--- config.mk ---
export PLATFORM = sky130hd
export DESIGN_NAME = bus_expander_arbiter
export DESIGN_NICKNAME = d
export VERILOG_FILES = /design/src/rtl/bus_expander_arbiter.sv
export SDC_FILE = /design/constraint.sdc
export NUM_CORES = 1
export LEC_CHECK = 0
export CORE_MARGIN = 1
export CORE_UTILIZATION = 43
export DETAILED_ROUTE_END_ITERATION = 12
export PLACE_DENSITY = 0.91
export SYNTH_ARGS = -nofsm -noshare
export SYNTH_HDL_FRONTEND = slang
export SYNTH_SLANG_ARGS = --single-unit
--- constraint.sdc ---
create_clock -name sysclk -period 3.75 [get_ports sysclk]
set_input_delay 0.375 -clock sysclk [delete_from_list [all_inputs] [get_ports sysclk]]
set_output_delay 0.375 -clock sysclk [all_outputs]
set_load 0.02 [all_outputs]
--- src/rtl/bus_expander_arbiter.sv ---
// Two-port command arbiter and address/data sequencer for the bus expander master side.
// Optional round-robin tie-breaking is enabled by defining EXPANDER_ARB_RR_EN.
module bus_expander_arbiter #(
  parameter int unsigned NUM_REGS = 65536
) (
  input  logic        sysclk,
  input  logic        sysreset,
  input  logic        req0,
  input  logic        req1,
  input  logic        we0,
  input  logic        we1,
  input  logic [15:0] addr0,
  input  logic [15:0] addr1,
  input  logic [15:0] wdata0,
  input  logic [15:0] wdata1,
  output logic        gnt0,
  output logic        gnt1,
  output logic        done0,
  output logic        done1,
  output logic        err,
  output logic [15:0] rdata,
  input  logic        hold,
  output logic        busy,
  output logic [15:0] exp_data_in,
  output logic        exp_address_load,
  output logic        exp_data_load,
  output logic        exp_data_read,
  input  logic [15:0] exp_data_out
);

  typedef enum logic [2:0] {
    StIdle,
    StAddr,
    StWdata,
    StRd1,
    StRd2,
    StRcap,
    StDone
  } state_e;

  state_e      state_q, state_d;
  logic        we_q, we_d;
  logic [15:0] addr_q, addr_d;
  logic [15:0] wdata_q, wdata_d;
  logic        owner_q, owner_d;
  logic        err_q, err_d;
  logic [15:0] rdata_q, rdata_d;

  logic        grant_en;
  logic        pick1;
  logic        sel_we;
  logic [15:0] sel_addr;
  logic [15:0] sel_wdata;
  logic        in_range;

  assign grant_en = (state_q == StIdle) && !hold && (req0 || req1);

`ifdef EXPANDER_ARB_RR_EN
  // last_q remembers the most recently granted port; a tie goes to the other one.
  logic last_q, last_d;

  assign pick1  = req1 && (!req0 || !last_q);
  assign last_d = grant_en ? pick1 : last_q;

  always_ff @(posedge sysclk) begin
    if (sysreset) begin
      last_q <= 1'b1;
    end else begin
      last_q <= last_d;
    end
  end
`else
  assign pick1 = req1 && !req0;
`endif

  assign gnt0 = grant_en && !pick1;
  assign gnt1 = grant_en && pick1;

  assign sel_we    = pick1 ? we1    : we0;
  assign sel_addr  = pick1 ? addr1  : addr0;
  assign sel_wdata = pick1 ? wdata1 : wdata0;
  assign in_range  = 32'(sel_addr) < NUM_REGS;

  always_comb begin
    state_d = state_q;
    we_d    = we_q;
    addr_d  = addr_q;
    wdata_d = wdata_q;
    owner_d = owner_q;
    err_d   = err_q;
    rdata_d = rdata_q;
    unique case (state_q)
      StIdle: begin
        if (grant_en) begin
          we_d    = sel_we;
          addr_d  = sel_addr;
          wdata_d = sel_wdata;
          owner_d = pick1;
          err_d   = !in_range;
          // Out-of-range commands skip the expander entirely.
          state_d = in_range ? StAddr : StDone;
        end
      end
      StAddr:  state_d = we_q ? StWdata : StRd1;
      StWdata: state_d = StDone;
      StRd1:   state_d = StRd2;
      StRd2:   state_d = StRcap;
      StRcap: begin
        rdata_d = exp_data_out;
        state_d = StDone;
      end
      StDone:  state_d = StIdle;
      default: state_d = StIdle;
    endcase
  end

  always_ff @(posedge sysclk) begin
    if (sysreset) begin
      state_q <= StIdle;
      we_q    <= 1'b0;
      addr_q  <= 16'h0000;
      wdata_q <= 16'h0000;
      owner_q <= 1'b0;
      err_q   <= 1'b0;
      rdata_q <= 16'h0000;
    end else begin
      state_q <= state_d;
      we_q    <= we_d;
      addr_q  <= addr_d;
      wdata_q <= wdata_d;
      owner_q <= owner_d;
      err_q   <= err_d;
      rdata_q <= rdata_d;
    end
  end

  // All strobes decode from registered state, so at most one is ever high.
  always_comb begin
    exp_address_load = 1'b0;
    exp_data_load    = 1'b0;
    exp_data_read    = 1'b0;
    exp_data_in      = 16'h0000;
    done0            = 1'b0;
    done1            = 1'b0;
    err              = 1'b0;
    unique case (state_q)
      StAddr: begin
        exp_address_load = 1'b1;
        exp_data_in      = addr_q;
      end
      StWdata: begin
        exp_data_load = 1'b1;
        exp_data_in   = wdata_q;
      end
      StRd1, StRd2: exp_data_read = 1'b1;
      StDone: begin
        done0 = !owner_q;
        done1 = owner_q;
        err   = err_q;
      end
      default: ;
    endcase
  end

  assign busy  = (state_q != StIdle);
  assign rdata = rdata_q;

endmodule

; ---- Word level (Yosys, flattened, before mapping)
; Index checks and enable logic that the tools add are counted.
[word_totals]
reg_bits = 53
inputBits = 87
output_inout_bits = 41
word_cells = 40
[classes]
eq_ne = 7
mux = 12
n_reduce_logical = 15
[ops]
columns = operator, n
row1 = 16-bit 2-to-1 mux, 2
row2 = 16-bit one-hot mux with 2 select lines, 1
row3 = 3-bit one-hot mux with 5 select lines, 1
row4 = 3-bit == test (second input constant), 3
row5 = 1-bit 2-to-1 mux, 7
row6 = 3-bit by 2-bit == test with 1-bit output (second input constant), 2
row7 = 1-bit logical AND, 5
row8 = 1-bit zero test, 4
row9 = 2-bit OR reduction, 2
row10 = 3-bit by 1-bit == test with 1-bit output (second input constant), 1
row11 = 3-bit zero test, 1
row12 = 3-bit 2-to-1 mux, 1
row13 = 3-bit nonzero test, 1
row14 = 2-bit inequality test (second input constant), 1
row15 = 2-bit AND reduction, 1
row16 = 1-bit logical OR, 1

; ---- Logic depth before layout (Yosys ltp)
; Gate-level depths: netlist of run 1.
[depth]
ltp_word = 5
mapped_depth = 6
depth_no_buf = 4

; ---- Worst setup path before layout of run 1
; OpenSTA, ideal clock, no wires.
[synth_timing]
kind = reg2out
start = register state_q[2]
end = output port gnt1
arrival_time_ps = 1368
required_ps = 3375
slack_ps = 2007
stages_incl_launch_ff = 7
n_path_buf = 2
cell_sequence = dfxtp_1 > buf_6 > nor3_4 > buf_6 > inv_2 > or3b_4 > inv_1
[synth_via]
elab_chain_len = 4
[synth_rtl]
columns = element, line_no
row1 = start: declaration, 41  ; state_e state_q, state_d;
row2 = start signal: assignment, 119  ; state_q <= StIdle;
row3 = start signal: assignment, 127  ; state_q <= state_d;
row4 = 3-bit zero test, 56  ; assign grant_en = (state_q == StIdle) && !hold && (req0 || req1);
row5 = 1-bit logical AND (2 in a row), 56
row6 = 1-bit logical AND, 77  ; assign gnt1 = grant_en && pick1;
row7 = end: declaration, 17  ; output logic gnt1,
; No other way between the ends.

; ---- Worst setup path in the final report of run 1
[layout_timing]
start = register state_q[0]
end = output port exp_data_in[1]
[layout_via]
elab_chain_len = 2
word_cells_on_any_way = 3
classes_between = 2 x eq/ne / 1 x mux
[layout_rtl]
columns = element, line_no
row1 = 3-bit by 2-bit == test with 1-bit output / 3-bit by 1-bit == test with 1-bit output (equally long branches), 146  ; unique case (state_q)
row2 = 16-bit one-hot mux with 2 select lines *, 146
row3 = end: declaration, 24  ; output logic [15:0] exp_data_in,
; Every way passes the cells marked *; elsewhere a longest branch is shown, timed or not.

==> metrics.md, run 1 <==
| Metric | Value |
|---|---|
| Status | complete, no violations |
| Mapped Cells | 278 |
| DP HPWL | 4950 µm |
| WP data arrival | 2.45 ns |
| Synthesized Nets | 365 |
| Seq/Total Area, Yosys | 42.2% |
| Remaining DRCs | 0 |
| Clock skew | 0.00786 ns |
| Most Crowded Layer GR | met2 |
| Fraction of registers with async set/reset | 0% |
| Area Overhead vs Synth | 52.3% |
| Largest net degree at the start of global routing | 54 |
| Final period util | 75.5% |
| Final hold vios | 0 |
| CTS H-tree depth | 2 |
| Sink Count | 53 |
| First-pass GRT wire length | 11,100 µm |
| Ys flop type | dfxtp_1 |
| Crit path kind | reg -> out |
| Slew Viols, Final | 0 |
| Area fraction of the dominant cell type after synthesis | 42.2% |
| Share of layout cells above drive strength 1 | 5.70% |
| Num CTS Buffers | 5 |
| Rel. slew slack | 34.9% |
| ANT nets after route | 0 |
| Max-cap viol count | 0 |
| Final Worst Setup Slack | 0.920 ns |
| Vias in the first global route | 2,302 |
| FP Rows | 27 |
| 1st-iter DRT viols | 133 |
| CTS tree | yes |
| Die area | 6160 µm² |
| M3 GR Usage | 4.30% |
| Final instance area | 3830 µm² |
| Final nets | 473 |
| Yosys warnings | 0 |
| Post-synthesis cell type with the largest combined area | dfxtp_1 |
| Worst-Margin Slew | 0.976 ns |
| WP data required | 3.38 ns |
| Grt total ovfl | 0 |
| GR Util met2 | 39.6% |
| Crit. End Element | primary output |
| Setup violators final | 0 |
| Fin Setup TNS | 0 ns |
| WL per Instance | 15.0 µm |
| DRT Pass-1 Iters | 4 |
| Post-synth EDFFs | 0 |
| Peak Freq | 353 MHz |
| Area contributors post-synth | dfxtp_1 (42%), mux2i_1 (13%), a21oi_1 (10%) |
| Vias/cell | 5.36 |
| Number of antenna violations at the first check in global routing | 0 |
| # diodes | 0 |
| Mapped cell area | 2510 µm² |
| Fin util | 68.7% |
| Die span in y | 78.5 µm |
| Worst-path clk slew | 0.09 ns |
| Initial Utilization | 45.1% |
| Hold WS | 0.460 ns |
| PwrDens | 554 nW/µm² |
| Worst R2R Path Depth | 5 |
| Post-cts resize count | 0 |
| Worst slack, placed | 1.02 ns |
| Final wirelength | 6890 µm |
| Hold WC Path Type | reg -> reg |
| GRT Resource Usage Total | 22.6% |
| Most frequent cell after synthesis | dfxtp_1 |
| Ports | 128 |
| Cell variety after synth | 31 |
| Worst reg2reg setup slack | 1.83 ns |
| Die width | 78.5 µm |
| Hold Path Cell Cnt | 2 |
| Mapped Avg Cell Area | 9.05 µm² |
| Max FO, Critical Path | 17 |
| Commonest cells post-synth | dfxtp_1 (53), a21oi_1 (50), nand2_1 (36) |
| Quantity of I/O buffers inserted on ports | 126 |
| Post-CTS setup buffer count | 0 |
| Clk Latency, worst-skew pair | 0.30 ns |
| Post-CTS Hold Buffers | 0 |
| Routability cong. | 0.761 |
| Min cycle time layout | 2.83 ns |
| DR vias | 2,456 |
| Peak supply drop | 0.358 mV |
| M1 GR Usage | 28.1% |
| Clock Tree Root | clkbuf_8 |
| Worst setup SP type | register |
| Max clock buf depth | 2 |
| Post-DP Area | 3740 µm² |
| RSZ-0062 raised after global routing | no |
| Leak Pwr | 0.00149 µW |
| Synth Register Bits | 53 |
| Core Region | 5570 µm² |
metal layers:
metal	wire [µm]	part of all wire, %	vias up
met4	80	1.2	0
met2	3560	52	98
met1	2870	42	1136
met3	381	5.5	7
li1	-	-	1215
met5	0	0	-
worst max-delay path, cell delays in order, from the launching register on:
cell             delay, ns
dfxtp_1               0.54
nand2b_1              0.14
nor2_2                0.60
a22o_1                0.25
clkdlybuf4s50_1       0.63
kinds of logic after synthesis:
kind of cell	synth area share [%]
AO/OA/AOI/OAI	27.1
XOR/XNOR	0.348
buffers and inverters	7.01
flip-flops	42.2
multiplexers	13.1
other	0.149
AND/OR/NAND/NOR	10.1
state kept, by name, indices dropped and copies added (netlist names):
signal and flops:
state_q 3, addr_q 16, rdata 16, wdata_q 16, owner_q 1, we_q 1
cell type report:
cell class | instances | area [µm²]
inverter | 3 | 11.3
timing repair buffer | 132 | 1300
clock buffer | 7 | 86.3
sequential | 53 | 1060
fill | 468 | 1740
multi-input combinational | 191 | 1280
tap | 72 | 90.1
metrics by stage:
step	power [µW]	std cells
detailed placement	1820	451
global route	2250	458
global placement	1790	451
floorplan	1490	278
finish	2120	458
CTS	2130	458
path summary, 6_finish.rpt:
kind	from	end
max	state_q[0]$_SDFFE_PP0P_	exp_data_in[1]
min	rdata[14]$_SDFFE_PP0N_	rdata[14]$_SDFFE_PP0N_
max reg2reg	state_q[2]$_SDFFE_PP0P_	wdata_q[14]$_SDFFE_PP0P_
min reg2reg	rdata[14]$_SDFFE_PP0N_	rdata[14]$_SDFFE_PP0N_
cells in the final DEF, fill, tap and decap left out:
cell	netlist	final
conb_1	1	1
inv_2	1	1
clkbuf_1	9	1
o22ai_1	1	1
mux2i_1	33	33
inv_1	2	2
nor3_4	1	1
a311oi_1	1	1
nor3b_2	1	1
dfxtp_1	53	53
o21ba_2	1	1
nor2b_1	1	1
nand2_1	36	36
or3b_4	1	1
nor2_2	1	1
a21bo_2	1	1
buf_2	15	1
nand2b_2	0	1
a21oi_2	1	1
clkbuf_8	0	6
clkdlybuf4s50_1	0	125
a22o_1	16	16
nand2b_1	3	2
nor2_1	3	3
xnor2_1	1	1
a21oi_1	50	50
nand3b_1	1	1
and3_1	2	2
buf_4	4	6
and3b_1	1	1
and2_1	1	1
a211oi_1	33	33
report_power, final:
group          switching, µW  internal, µW  total, µW
clock                    169           147        316
sequential               112           705        816
combinational            542           447        989
Power figures use the tool's default switching activity.
==> inputs of run 2 (changes only) <==
- CORE_UTILIZATION: 43 -> 36
- PLACE_DENSITY: 0.91 -> 0.81
- clock period: 3.75 -> 2.5 ns (I/O delays scaled with it)
==> run 2 against run 1 <==
Cell count rose by 2.2%. Wire length down 0.46%. Design area up 1.2%. Critical path type unchanged. Hold slack got worse by 0.0027 ns. Critical endpoint is now gnt1. Sequential share of layout area decreased by 0.31 points. Highest routed layer unchanged. Die area increased by 19%. Via count is 0.77% lower. Largest power group unchanged. Utilization fell by 11 points. Critical path depth increased by 1.
==> metrics.md, run 2 (synthesis results as in run 1) <==
| Metric | Value |
|---|---|
| RSZ-0062 raised after global routing | no |
| CP Launch Point | state_q[2]$_SDFFE_PP0P_ |
| Commonest non-fill, non-tap cell in the layout | clkdlybuf4s50_1 |
| First-pass GRT wire length | 10,700 µm |
| Crit path to | gnt1 |
| # diodes | 0 |
| Largest net degree at the start of global routing | 54 |
| Most frequent cells in the layout | clkdlybuf4s50_1 (125), dfxtp_1 (52), a21oi_1 (50), nand2_1 (36) |
| Num CTS Buffers | 5 |
| Remaining DRCs | 0 |
| Final nets | 474 |
| Hold WC Path Type | reg -> reg |
| CTS tree | yes |
| WL per Instance | 14.7 µm |
| DRT Pass-1 Iters | 4 |
| Sink Count | 53 |
| Flop pwr share | 36.8% |
| 1st-iter DRT viols | 84 |
| Reg-to-Reg Start | state_q[2]$_SDFFE_PP0P_ |
| Combinational share of power | 45.5% |
| Die area | 7320 µm² |
| DP HPWL | 4800 µm |
| Share of layout cells above drive strength 1 | 6.70% |
| Worst reg2reg setup slack | 0.62 ns |
| Crit path kind | reg -> out |
| Number of antenna violations at the first check in global routing | 0 |
| Peak supply drop | 0.386 mV |
| Max-cap viol count | 0 |
| Post-CTS setup buffer count | 0 |
| Area Overhead vs Synth | 54.2% |
| Ports | 128 |
| Post-CTS Hold Buffers | 0 |
| PwrDens | 859 nW/µm² |
| Max clock buf depth | 2 |
| Min cycle time layout | 2.40 ns |
| Final wirelength | 6860 µm |
| Crit. End Element | primary output |
| WP data arrival | 2.15 ns |
| FP Rows | 30 |
| Setup violators final | 0 |
| GRT Resource Usage Total | 18.4% |
| Final hold vios | 0 |
| Hold WS | 0.457 ns |
| Clock Tree Root | clkbuf_8 |
| Clock power frac | 17.7% |
| Die span in y | 85.6 µm |
| Grt total ovfl | 0 |
| Fin Setup TNS | 0 ns |
| WP data required | 2.25 ns |
| Clock skew | 0.00588 ns |
| Status | complete, no violations |
| Quantity of I/O buffers inserted on ports | 126 |
| CTS H-tree depth | 2 |
| Leak Pwr | 0.00151 µW |
| ANT nets after route | 0 |
| Clk Latency, worst-skew pair | 0.31 ns |
| Worst setup SP type | register |
| Slew Viols, Final | 0 |
| Die width | 85.6 µm |
| Sw Ratio | 38.6% |
| Core Region | 6760 µm² |
| Worst-Margin Slew | 0.967 ns |
| Worst R2R Path Depth | 5 |
| Initial Utilization | 37.2% |
| Critical R2R Capture | wdata_q[2]$_SDFFE_PP0P_ |
| Final period util | 96.0% |
| Worst-path clk slew | 0.10 ns |
| Vias in the first global route | 2,196 |
| P_int | 2050 µW |
| DR vias | 2,437 |
| Peak Freq | 417 MHz |
| Max FO, Critical Path | 11 |
| Routability cong. | 0.749 |
| Fin util | 57.4% |
| Sw power | 1280 µW |
| Rel. slew slack | 35.5% |
| Vias/cell | 5.21 |
-- run 2: cell types whose count changed in the layout (fill, tap and decap cells not counted), sizes merged --
cell / delta
clkbuf: -2
buf: +1
bufinv: +1
clkinv: +1
clkinvlp: +1
-- run 2: metrics by stage --
step / cells / setup WS [ns] / area [µm²] / total power [µW]
floorplan: 278 / 0.882 / 2510 / 2230
finish: 468 / 0.0992 / 3880 / 3330
global placement: 460 / 0.327 / 3760 / 2710
global route: 468 / 0.0100 / 3880 / 3530
detailed placement: 460 / 0.306 / 3760 / 2750
CTS: 468 / 0.0804 / 3880 / 3340
-- run 2: final cells by class --
class	instances	area (µm²)
sequential	53	1060
fill	615	2880
multi-input combinational	191	1280
tap	80	100
clock buffer	5	68.8
clock inverter	3	46.3
timing repair buffer	133	1310
inverter	3	11.3
-- run 2: what timing repair did --
action	4_1_cts	5_1_grt
endpoints found under the hold margin	0	0
setup endpoints to repair	0	1
resized for setup	0	1
-- run 2: power groups by stage --
stage	Clock [µW]	Combinational (µW)	Sequential, µW
2_1_floorplan	0	1060	1170
3_3_place_gp	0	1490	1230
3_5_place_dp	0	1510	1240
4_1_cts	603	1520	1220
5_1_grt	644	1640	1250
6_report	591	1520	1220
-- run 2: worst min path at each step --
stage	end	depth (start not counted)	startpoint
floorplan	rdata[0]$_SDFFE_PP0N_	2	exp_data_out[0]
global placement	rdata[14]$_SDFFE_PP0N_	2	rdata[14]$_SDFFE_PP0N_
detailed placement	rdata[14]$_SDFFE_PP0N_	2	rdata[14]$_SDFFE_PP0N_
CTS	rdata[14]$_SDFFE_PP0N_	2	rdata[14]$_SDFFE_PP0N_
global route	rdata[8]$_SDFFE_PP0N_	3	exp_data_out[8]
finish	rdata[14]$_SDFFE_PP0N_	2	rdata[14]$_SDFFE_PP0N_
-- run 2: metal layers --
metal / wire length, µm / track usage, %
met2: 3400 / 32.1
met3: 431 / 4.52
met1: 2980 / 23.3
met5: 0 / 0
met4: 48 / 3.64
-- run 2: worst max-delay path: stages (launching register included) --
cell and delay [ns]:
dfxtp_1 0.46, nor3_4 0.28, inv_2 0.05, or3b_4 0.40, inv_1 0.06, clkdlybuf4s50_1 0.59
==> inputs of run 3 (changes only) <==
- CORE_MARGIN: 1 -> not set
==> results of run 3 <==
The final DEF is identical to that of run 2; final timing and power are the same.
